[config.mk]
export PLATFORM = sky130hd
export DESIGN_NAME = sipo_deserializer_flat
export DESIGN_NICKNAME = d
export VERILOG_FILES = /design/src/rtl/sipo_deserializer_if.sv /design/src/rtl/sipo_deserializer.sv /design/src/flat_wrapper.sv
export SDC_FILE = /design/constraint.sdc
export NUM_CORES = 1
export LEC_CHECK = 0
export ABC_AREA = 1
export CAP_MARGIN = 40
export CORE_UTILIZATION = 39
export CTS_CLUSTER_DIAMETER = 200
export DETAILED_ROUTE_END_ITERATION = 7
export PLACE_DENSITY = 0.74
export SLEW_MARGIN = 25
export SYNTH_ARGS = -nofsm -noshare
export SYNTH_HDL_FRONTEND = slang
export SYNTH_SLANG_ARGS = --single-unit
[constraint.sdc]
create_clock -name clk -period 1.4 [get_ports clk]
set_input_delay 0.14 -clock clk [delete_from_list [all_inputs] [get_ports clk]]
set_output_delay 0.14 -clock clk [all_outputs]
set_load 0.02 [all_outputs]
[src/rtl/sipo_deserializer_if.sv]
// Serial capture bus for sipo_deserializer: bit stream in, word plus status out.
interface sipo_deserializer_if #(
  parameter int unsigned WIDTH = 4
);
  localparam int unsigned CW = $clog2(WIDTH + 1);

  logic             sin;
  logic             sin_valid;
  logic             start;
  logic [WIDTH-1:0] dout;
  logic             dout_valid;
  logic             dout_ready;
  logic             busy;
  logic [CW-1:0]    bit_cnt;
  logic             overrun;
  logic             ovr_clr;

  modport master (
    output sin, sin_valid, start, dout_ready, ovr_clr,
    input  dout, dout_valid, busy, bit_cnt, overrun
  );

  modport slave (
    input  sin, sin_valid, start, dout_ready, ovr_clr,
    output dout, dout_valid, busy, bit_cnt, overrun
  );
endinterface

[src/rtl/sipo_deserializer.sv]
// Serial-to-parallel capture: assembles framed bits into WIDTH-bit words on a
// valid/ready output register, with sticky overrun when a word must be dropped.
module sipo_deserializer #(
  parameter int unsigned WIDTH      = 4,
  parameter bit          LSB_FIRST  = 1'b1,
  parameter bit          CONTINUOUS = 1'b0
) (
  input  logic              clk,
  input  logic              clr_n,
  sipo_deserializer_if.slave bus
);

  localparam int unsigned CW = $clog2(WIDTH + 1);
  localparam int unsigned IW = $clog2(WIDTH);

  typedef enum logic {
    IDLE  = 1'b0,
    SHIFT = 1'b1
  } state_t;

  state_t           state_q, state_d;
  logic [WIDTH-1:0] sh_q, sh_d;
  logic [WIDTH-1:0] dout_q, dout_d;
  logic [WIDTH-1:0] word;
  logic [CW-1:0]    cnt_q, cnt_d;
  logic [CW-1:0]    idx, cnt_inc;
  logic [IW-1:0]    pos;
  logic             dv_q, dv_d;
  logic             ovr_q, ovr_d;
  logic             busy_q, busy_d;
  logic             capture, restart, complete;

  // State and output registers
  always_ff @(posedge clk or negedge clr_n) begin
    if (!clr_n) begin
      state_q <= IDLE;
      sh_q    <= '0;
      cnt_q   <= '0;
      dout_q  <= '0;
      dv_q    <= 1'b0;
      ovr_q   <= 1'b0;
      busy_q  <= 1'b0;
    end else begin
      state_q <= state_d;
      sh_q    <= sh_d;
      cnt_q   <= cnt_d;
      dout_q  <= dout_d;
      dv_q    <= dv_d;
      ovr_q   <= ovr_d;
      busy_q  <= busy_d;
    end
  end

  // Next-state: framing, bit placement, completion and output handshake
  always_comb begin
    state_d  = state_q;
    sh_d     = sh_q;
    cnt_d    = cnt_q;
    dout_d   = dout_q;
    dv_d     = dv_q;
    ovr_d    = ovr_q & ~bus.ovr_clr;
    capture  = 1'b0;
    restart  = 1'b0;
    complete = 1'b0;

    case (state_q)
      IDLE: begin
        if (bus.sin_valid && bus.start) begin
          capture = 1'b1;
          restart = 1'b1;
        end
      end
      SHIFT: begin
        if (bus.sin_valid) begin
          capture = 1'b1;
          // In continuous mode the last bit of a word always completes it
          restart = bus.start && !(CONTINUOUS && (cnt_q == CW'(WIDTH - 1)));
        end
      end
      default: ;
    endcase

    idx       = restart ? '0 : cnt_q;
    cnt_inc   = idx + CW'(1);
    pos       = LSB_FIRST ? IW'(idx) : (IW'(WIDTH - 1) - IW'(idx));
    word      = restart ? '0 : sh_q;
    word[pos] = bus.sin;

    if (capture) begin
      state_d = SHIFT;
      sh_d    = word;
      cnt_d   = cnt_inc;
      if (cnt_inc == CW'(WIDTH)) begin
        complete = 1'b1;
        sh_d     = '0;
        cnt_d    = '0;
        state_d  = CONTINUOUS ? SHIFT : IDLE;
      end
    end

    // A completed word either loads (slot free or being drained) or is dropped
    if (complete) begin
      if (!dv_q || bus.dout_ready) begin
        dout_d = word;
        dv_d   = 1'b1;
      end else begin
        ovr_d  = 1'b1;
      end
    end else if (dv_q && bus.dout_ready) begin
      dv_d = 1'b0;
    end

    busy_d = (state_d == SHIFT);
  end

  assign bus.dout       = dout_q;
  assign bus.dout_valid = dv_q;
  assign bus.busy       = busy_q;
  assign bus.bit_cnt    = cnt_q;
  assign bus.overrun    = ovr_q;

endmodule

[src/flat_wrapper.sv]
// flat-port wrapper written by rule: the top's interface ports become plain ports
module sipo_deserializer_flat 
#(
  parameter int unsigned WIDTH      = 4,
  parameter bit          LSB_FIRST  = 1'b1,
  parameter bit          CONTINUOUS = 1'b0
)
  (clk, clr_n, bus_sin, bus_sin_valid, bus_start, bus_dout_ready, bus_ovr_clr, bus_dout, bus_dout_valid, bus_busy, bus_bit_cnt, bus_overrun);
  sipo_deserializer_if #(.WIDTH(WIDTH)) bus_i ();
  input  logic clk;
  input  logic clr_n;
  input wire logic [$bits(bus_i.sin)-1:0] bus_sin;
  input wire logic [$bits(bus_i.sin_valid)-1:0] bus_sin_valid;
  input wire logic [$bits(bus_i.start)-1:0] bus_start;
  input wire logic [$bits(bus_i.dout_ready)-1:0] bus_dout_ready;
  input wire logic [$bits(bus_i.ovr_clr)-1:0] bus_ovr_clr;
  output wire logic [$bits(bus_i.dout)-1:0] bus_dout;
  output wire logic [$bits(bus_i.dout_valid)-1:0] bus_dout_valid;
  output wire logic [$bits(bus_i.busy)-1:0] bus_busy;
  output wire logic [$bits(bus_i.bit_cnt)-1:0] bus_bit_cnt;
  output wire logic [$bits(bus_i.overrun)-1:0] bus_overrun;
  assign bus_i.sin = bus_sin;
  assign bus_i.sin_valid = bus_sin_valid;
  assign bus_i.start = bus_start;
  assign bus_i.dout_ready = bus_dout_ready;
  assign bus_i.ovr_clr = bus_ovr_clr;
  assign bus_dout = bus_i.dout;
  assign bus_dout_valid = bus_i.dout_valid;
  assign bus_busy = bus_i.busy;
  assign bus_bit_cnt = bus_i.bit_cnt;
  assign bus_overrun = bus_i.overrun;
  sipo_deserializer #(.WIDTH(WIDTH), .LSB_FIRST(LSB_FIRST), .CONTINUOUS(CONTINUOUS)) u_core (.clk(clk), .clr_n(clr_n), .bus(bus_i));
endmodule
==> Word level (Yosys, flattened, before mapping) <==
Index checks and enable logic that the tools add are counted.
{ "op_classes": {"shift": 0, "reduce_logical": 8, "bitwise_logic": 3, "muxes": 20, "div": 0, "add_sub_neg": 1, "eq_ne": 2, "multipliers": 0, "n_lt_le_gt_ge": 2} }
{ "ops": {"columns": ["op", "count"], "rows": [
  ["two-way mux 1 bit", 12],
  ["two-way mux 4 bit", 2],
  ["two-way mux 3 bit", 2],
  ["bitwise mux 4 bit", 1],
  ["case mux 1 bit (2 select lines)", 2],
  ["AND reduction 2 bit", 2],
  ["adder 3 x 1 -> 3 bit (second input constant)", 1],
  ["== test 3 bit (second input constant)", 1],
  ["logical AND 1 bit", 3],
  ["< comparator 2 x 3 -> 1 bit (second input constant)", 1],
  ["demux 1 bit (select 2 bit)", 1],
  [">= comparator 2 x 1 -> 1 bit (second input constant)", 1],
  ["!= test 2 bit (second input constant)", 1],
  ["NOT 1 bit", 2],
  ["nonzero test 2 bit", 1],
  ["AND 1 bit", 1],
  ["zero test 1 bit", 1],
  ["logical OR 1 bit", 1]
]} }
{ "word_totals": {"ram_bits": 0, "memories": 0, "word_cells": 42, "romBits": 0, "ff_bits": 14, "inputBits": 7, "out_inout_bits": 10, "latchBits": 0} }

==> Longest topological paths before layout <==
{ "depth": {"ltp_word": 10, "ltp_mapped": 9, "ltp_nobuf": 9} }

==> Least setup slack after synthesis <==
OpenSTA, ideal clock, no wires.
{ "synth_path": {"path_kind": "reg-to-reg", "startpoint": "register u_core.cnt_q[0], in the netlist u_core.bus.bit_cnt[0]", "endpoint": "register u_core.sh_q[0]", "setup_ns": 0.117, "n_path_buf": 0, "arrival_time_ns": 1.419, "required_ns": 1.283, "period_less_slack_ns": 1.536, "stages_incl_launch_ff": 9, "setup_slack_ns": -0.136, "path_cell_list": "dfrtp_1 > inv_1 > nor2_1 > ha_1 > nand3_2 > nand2_1 > inv_1 > nand2_1 > nand2_1"} }
{ "synth_via": {"elab_chain_cells": 7, "word_cells_on_any_way": 10, "cone_classes": "add/sub: 1; order compare: 2; eq/ne: 1; mux: 5; reduce/logical: 1"} }
{ "synth_lines": {"columns": ["element", "line", "text"], "rows": [
  ["from (decl)", "sipo_deserializer.sv:25", "logic [CW-1:0] cnt_q, cnt_d;"],
  ["from (signal assigned)", "sipo_deserializer.sv:46", "cnt_q <= cnt_d;"],
  ["two-way mux 3 bit (*)", "sipo_deserializer.sv:83", "idx = restart ? '0 : cnt_q;"],
  ["< comparator 2 x 3 -> 1 bit (not written as such) / >= comparator 2 x 1 -> 1 bit (equally long branches)", "sipo_deserializer.sv:87", "word[pos] = bus.sin;"],
  ["logical AND 1 bit (not written as such)", "sipo_deserializer.sv:87", null],
  ["two-way mux 1 bit (not written as such)", "sipo_deserializer.sv:87", null],
  ["demux 1 bit (select 2 bit)", null, null],
  ["bitwise mux 4 bit", "sipo_deserializer.sv:87", null],
  ["two-way mux 4 bit (*)", "sipo_deserializer.sv:93", "if (cnt_inc == CW'(WIDTH)) begin"],
  ["to (signal assigned)", "sipo_deserializer.sv:37", "sh_q <= '0;"],
  ["to (signal assigned)", "sipo_deserializer.sv:45", "sh_q <= sh_d;"],
  ["to (decl)", "sipo_deserializer.sv:22", "logic [WIDTH-1:0] sh_q, sh_d;"]
]} }
Mark *: on every way between the ends. The rest lies on a longest branch, timed or not.
A chain may end at the register's enable or synchronous reset.

==> Worst setup path in the final report <==
{ "layout_path": {"startpoint": "register u_core.cnt_q[1], in the netlist u_core.bus.bit_cnt[1]", "endpoint": "register u_core.dout_q[1], in the netlist u_core.bus.dout[1]"} }
{ "layout_via": {"elab_chain_cells": 6, "word_cells_on_any_way": 12, "cone_classes": "add/sub: 1; order compare: 2; eq/ne: 1; mux: 6; reduce/logical: 2"} }
{ "layout_lines": {"columns": ["element", "line", "text"], "rows": [
  ["two-way mux 3 bit (*)", "sipo_deserializer.sv:83", null],
  ["adder 3 x 1 -> 3 bit (tied with other cells)", "sipo_deserializer.sv:84", "cnt_inc = idx + CW'(1);"],
  ["== test 3 bit / logical AND 1 bit (equally long branches)", "sipo_deserializer.sv:93, sipo_deserializer.sv:87", null],
  ["two-way mux 1 bit (on tied branches)", "sipo_deserializer.sv:93, sipo_deserializer.sv:87", null],
  ["two-way mux 1 bit / demux 1 bit (select 2 bit) (equally long branches)", null, null],
  ["AND reduction 2 bit (no line) / bitwise mux 4 bit (equally long branches)", null, null],
  ["to (signal assigned)", "sipo_deserializer.sv:47", "dout_q <= dout_d;"],
  ["to (decl)", "sipo_deserializer.sv:23", "logic [WIDTH-1:0] dout_q, dout_d;"]
]} }
Marks and branches as above.

==> summary.txt <==
Final layout
  – Filler instances: about 170
  – Share of post-route cells with drive strength above 1: 0.226
  – Layout area overhead: 46.8%
  – Fin area: between 1000 and 1500 sq um
  – Non-filler cells, final: 149
  – Layout Utilization: 0.628
  – NumNets Final: ~140
  – ANT cells: 0

Clocking
  – Hold buffers post-CTS: 0
  – Clock tree buffer depth: 2
  – Clk pin slew, worst setup/hold paths: approximately 80 ps
  – Skew-Pair Late Insertion Delay: ~280 ps
  – Total clock sinks: 14
  – CTS H-tree depth: 1
  – CTS tree: done
  – Root Buffer: clkbuf_4
  – TritonCTS Buffers: 3

Timing
  – Slew headroom: 0.802
  – RSZ-0062 raised after global routing: false
  – Fin. max-slew vios: 0
  – Period utilisation layout: 0.934
  – Final min period: between 1000 and 1500 ps
  – Endpoints failing setup: 0
  – Layout Skew: 9.35 ps
  – Slew @ Worst Pin: roughly 300 ps
  – Hold Slack: between 150 and 200 ps
  – Endpoints failing hold: 0
  – FMAX: between 0.7 and 0.8 GHz

Floorplanning
  – DIE AREA: 2110 sq um
  – Io pins: 17
  – Core area: 1760 sq um
  – Die width: around 46 um
  – # rows: 15
  – Die span in y: ~46 um
  – Initial Utilization: 0.428

Synthesis
  – Avg Inst Size Synth: 8.11 sq um
  – Seq cells post-synth: 14
  – Post-Syn Instances: between 90 and 100
  – Netlist Area Pre-Place: between 700 and 800 sq um
  – Syn Nets: 103
  – Synthesis Warnings: 0
  – Seq/Total Area, Yosys: 0.464
  – Yosys cell types: 17

Critical path
  – Crit path capture type: flip-flop
  – Worst Reg-to-Reg Cells: 7
  – CP Class: flip-flop to flip-flop
  – CP arrival: approximately 1500 ps
  – Crit path max fanout: 3
  – Critical Path Start Type: flip-flop
  – Worst Path Required: between 1500 and 2000 ps

Detailed routing
  – Routed met3 length: approximately 70 um
  – Drt drc: 0
  – Final WL: between 1500 and 2000 um
  – WL per Instance: about 12 um
  – WL met1: around 830 um
  – Vias per inst: roughly 4.7
  – Detailed Routing Iterations Pass 1: 4
  – Via Count: about 700
  – Top Layer Used: met4
  – DR WL met2: between 800 and 900 um
  – First DRT Iteration DRCs: 16
  – Detail Route Antenna Nets: 0

Power
  – Worst VDD drop: 0.912 mV
  – Pwr dens: between 1500 and 2000 nW/um^2
  – Final Power: about 1.7 mW
  – Leakage power: 0.665 nW

Place
  – Total placed cells including tap cells: around 150
  – Post-DP HPWL: roughly 1300 um
  – Placed cell areas: 1040 sq um
  – GP Congestion: 0.821
  – PortBufs: 16

Global route
  – Total GRT Usage: 0.177
  – First-pass GRT wire length: ~2500 um
  – Largest net degree at the start of global routing: 15
  – Gr ovfl total: 0
  – Initial antenna violation count: 0
  – Vias in the first global route: between 500 and 600

Min path
  – Worst Hold Class: input pin to async pin

Job
  – Number of max-cap violations: 0

Run status
  – Status: completed
==> through the flow <==
stage                     TNS, ps  setup WS, ps
after detailed placement    -3350          -342
final                           0          92.9
after floorplan                 0          14.2
after CTS                   -4.17         -4.17
after global routing            0          8.26
after global placement      -2660          -290
==> power by group <==
| part | leakage [nW] | switching (mW) | internal [mW] |
|---|---|---|---|
| sequential | 0.178 | 0.0749 | 0.545 |
| combinational | 0.473 | 0.509 | 0.375 |
| clock | 0.0138 | 0.118 | 0.0996 |
==> synth_stat cells <==
cell type | n | area [sq um]
a21oi_1 | 2 | 10.0
dfrtp_1 | 14 | 350
ha_1 | 3 | 37.5
inv_1 | 9 | 33.8
inv_2 | 2 | 7.51
nand2_1 | 35 | 131
nand2_4 | 2 | 22.5
nand3_1 | 6 | 30.0
nand3_2 | 1 | 10.0
nand3_4 | 1 | 17.5
nand4_1 | 2 | 12.5
nand4_2 | 1 | 12.5
nor2_1 | 5 | 18.8
nor2_4 | 1 | 11.3
o211ai_1 | 1 | 7.51
o21ai_0 | 7 | 35.0
o22ai_1 | 1 | 6.26
==> routing by layer <==
layer  vias up  global-route usage
met5         -                   0
met2        18               0.270
met1       313               0.236
met4         0              0.0529
li1        362                   -
met3         2              0.0595
==> critical path: stages, from the launching register on <==
cell	delay, ps
dfrtp_2	370
inv_1	90
nor2_4	160
inv_1	60
ha_1	200
o21ai_1	200
nand3_1	100
nand2_1	70
==> final timing paths <==
check                      slack [ps]                   from               endpoint
setup reg to reg                   90  u_core.bus.bit_cnt[1]     u_core.bus.dout[1]
hold reg to reg                   480     u_core.bus.dout[1]     u_core.bus.dout[1]
min in group clk                  310              bus_start         u_core.state_q
setup / recovery                   90  u_core.bus.bit_cnt[1]     u_core.bus.dout[1]
hold / removal                    160                  clr_n     u_core.bus.dout[0]
max in group asynchronous        1040                  clr_n  u_core.bus.bit_cnt[0]
==> state kept, by name, indices dropped and copies added, names as in the netlist <==
register               cells
u_core.bus.dout_valid      1
u_core.state_q             1
u_core.bus.bit_cnt         3
u_core.sh_q                4
u_core.bus.overrun         1
u_core.bus.dout            4
==> cells by family (layout without fill, tap and decap cells) <==
| kind of cell | after synthesis | in the layout | share of synthesized area |
|---|---|---|---|
| DFF | 14 | 14 | 0.464 |
| adders and majority gates | 3 | 3 | 0.0498 |
| buffers and inverters | 11 | 42 | 0.0547 |
| and+or+nand+nor | 54 | 54 | 0.353 |
| AOI/OAI and AO/OA | 11 | 11 | 0.0779 |
==> cell type report <==
cell class,count,area [sq um],share of cell area
flip-flops and latches,14,353,0.319
well taps,25,31.3,0.0282
clock buffers,3,22.5,0.0203
multi-input cells,68,390,0.353
inverters,11,41.3,0.0373
repair buffers,28,269,0.243
==> cells in the final DEF, fill, tap and decap left out, types with 4 or more instances in the layout <==
cell / n
buf_4: 12
clkdlybuf4s50_1: 4
dfrtp_1: 12
dlymetal6s2s_1: 9
inv_1: 9
nand2_1: 35
nand3_1: 6
o21ai_0: 5
==> timing repair <==
action                                  CTS  global route
endpoints found under the setup margin   11            16
resized for setup                         4            14
setup buffers                             1             0
pin swaps                                 1             2
Note: power is estimated with default switching activity, not from simulation.
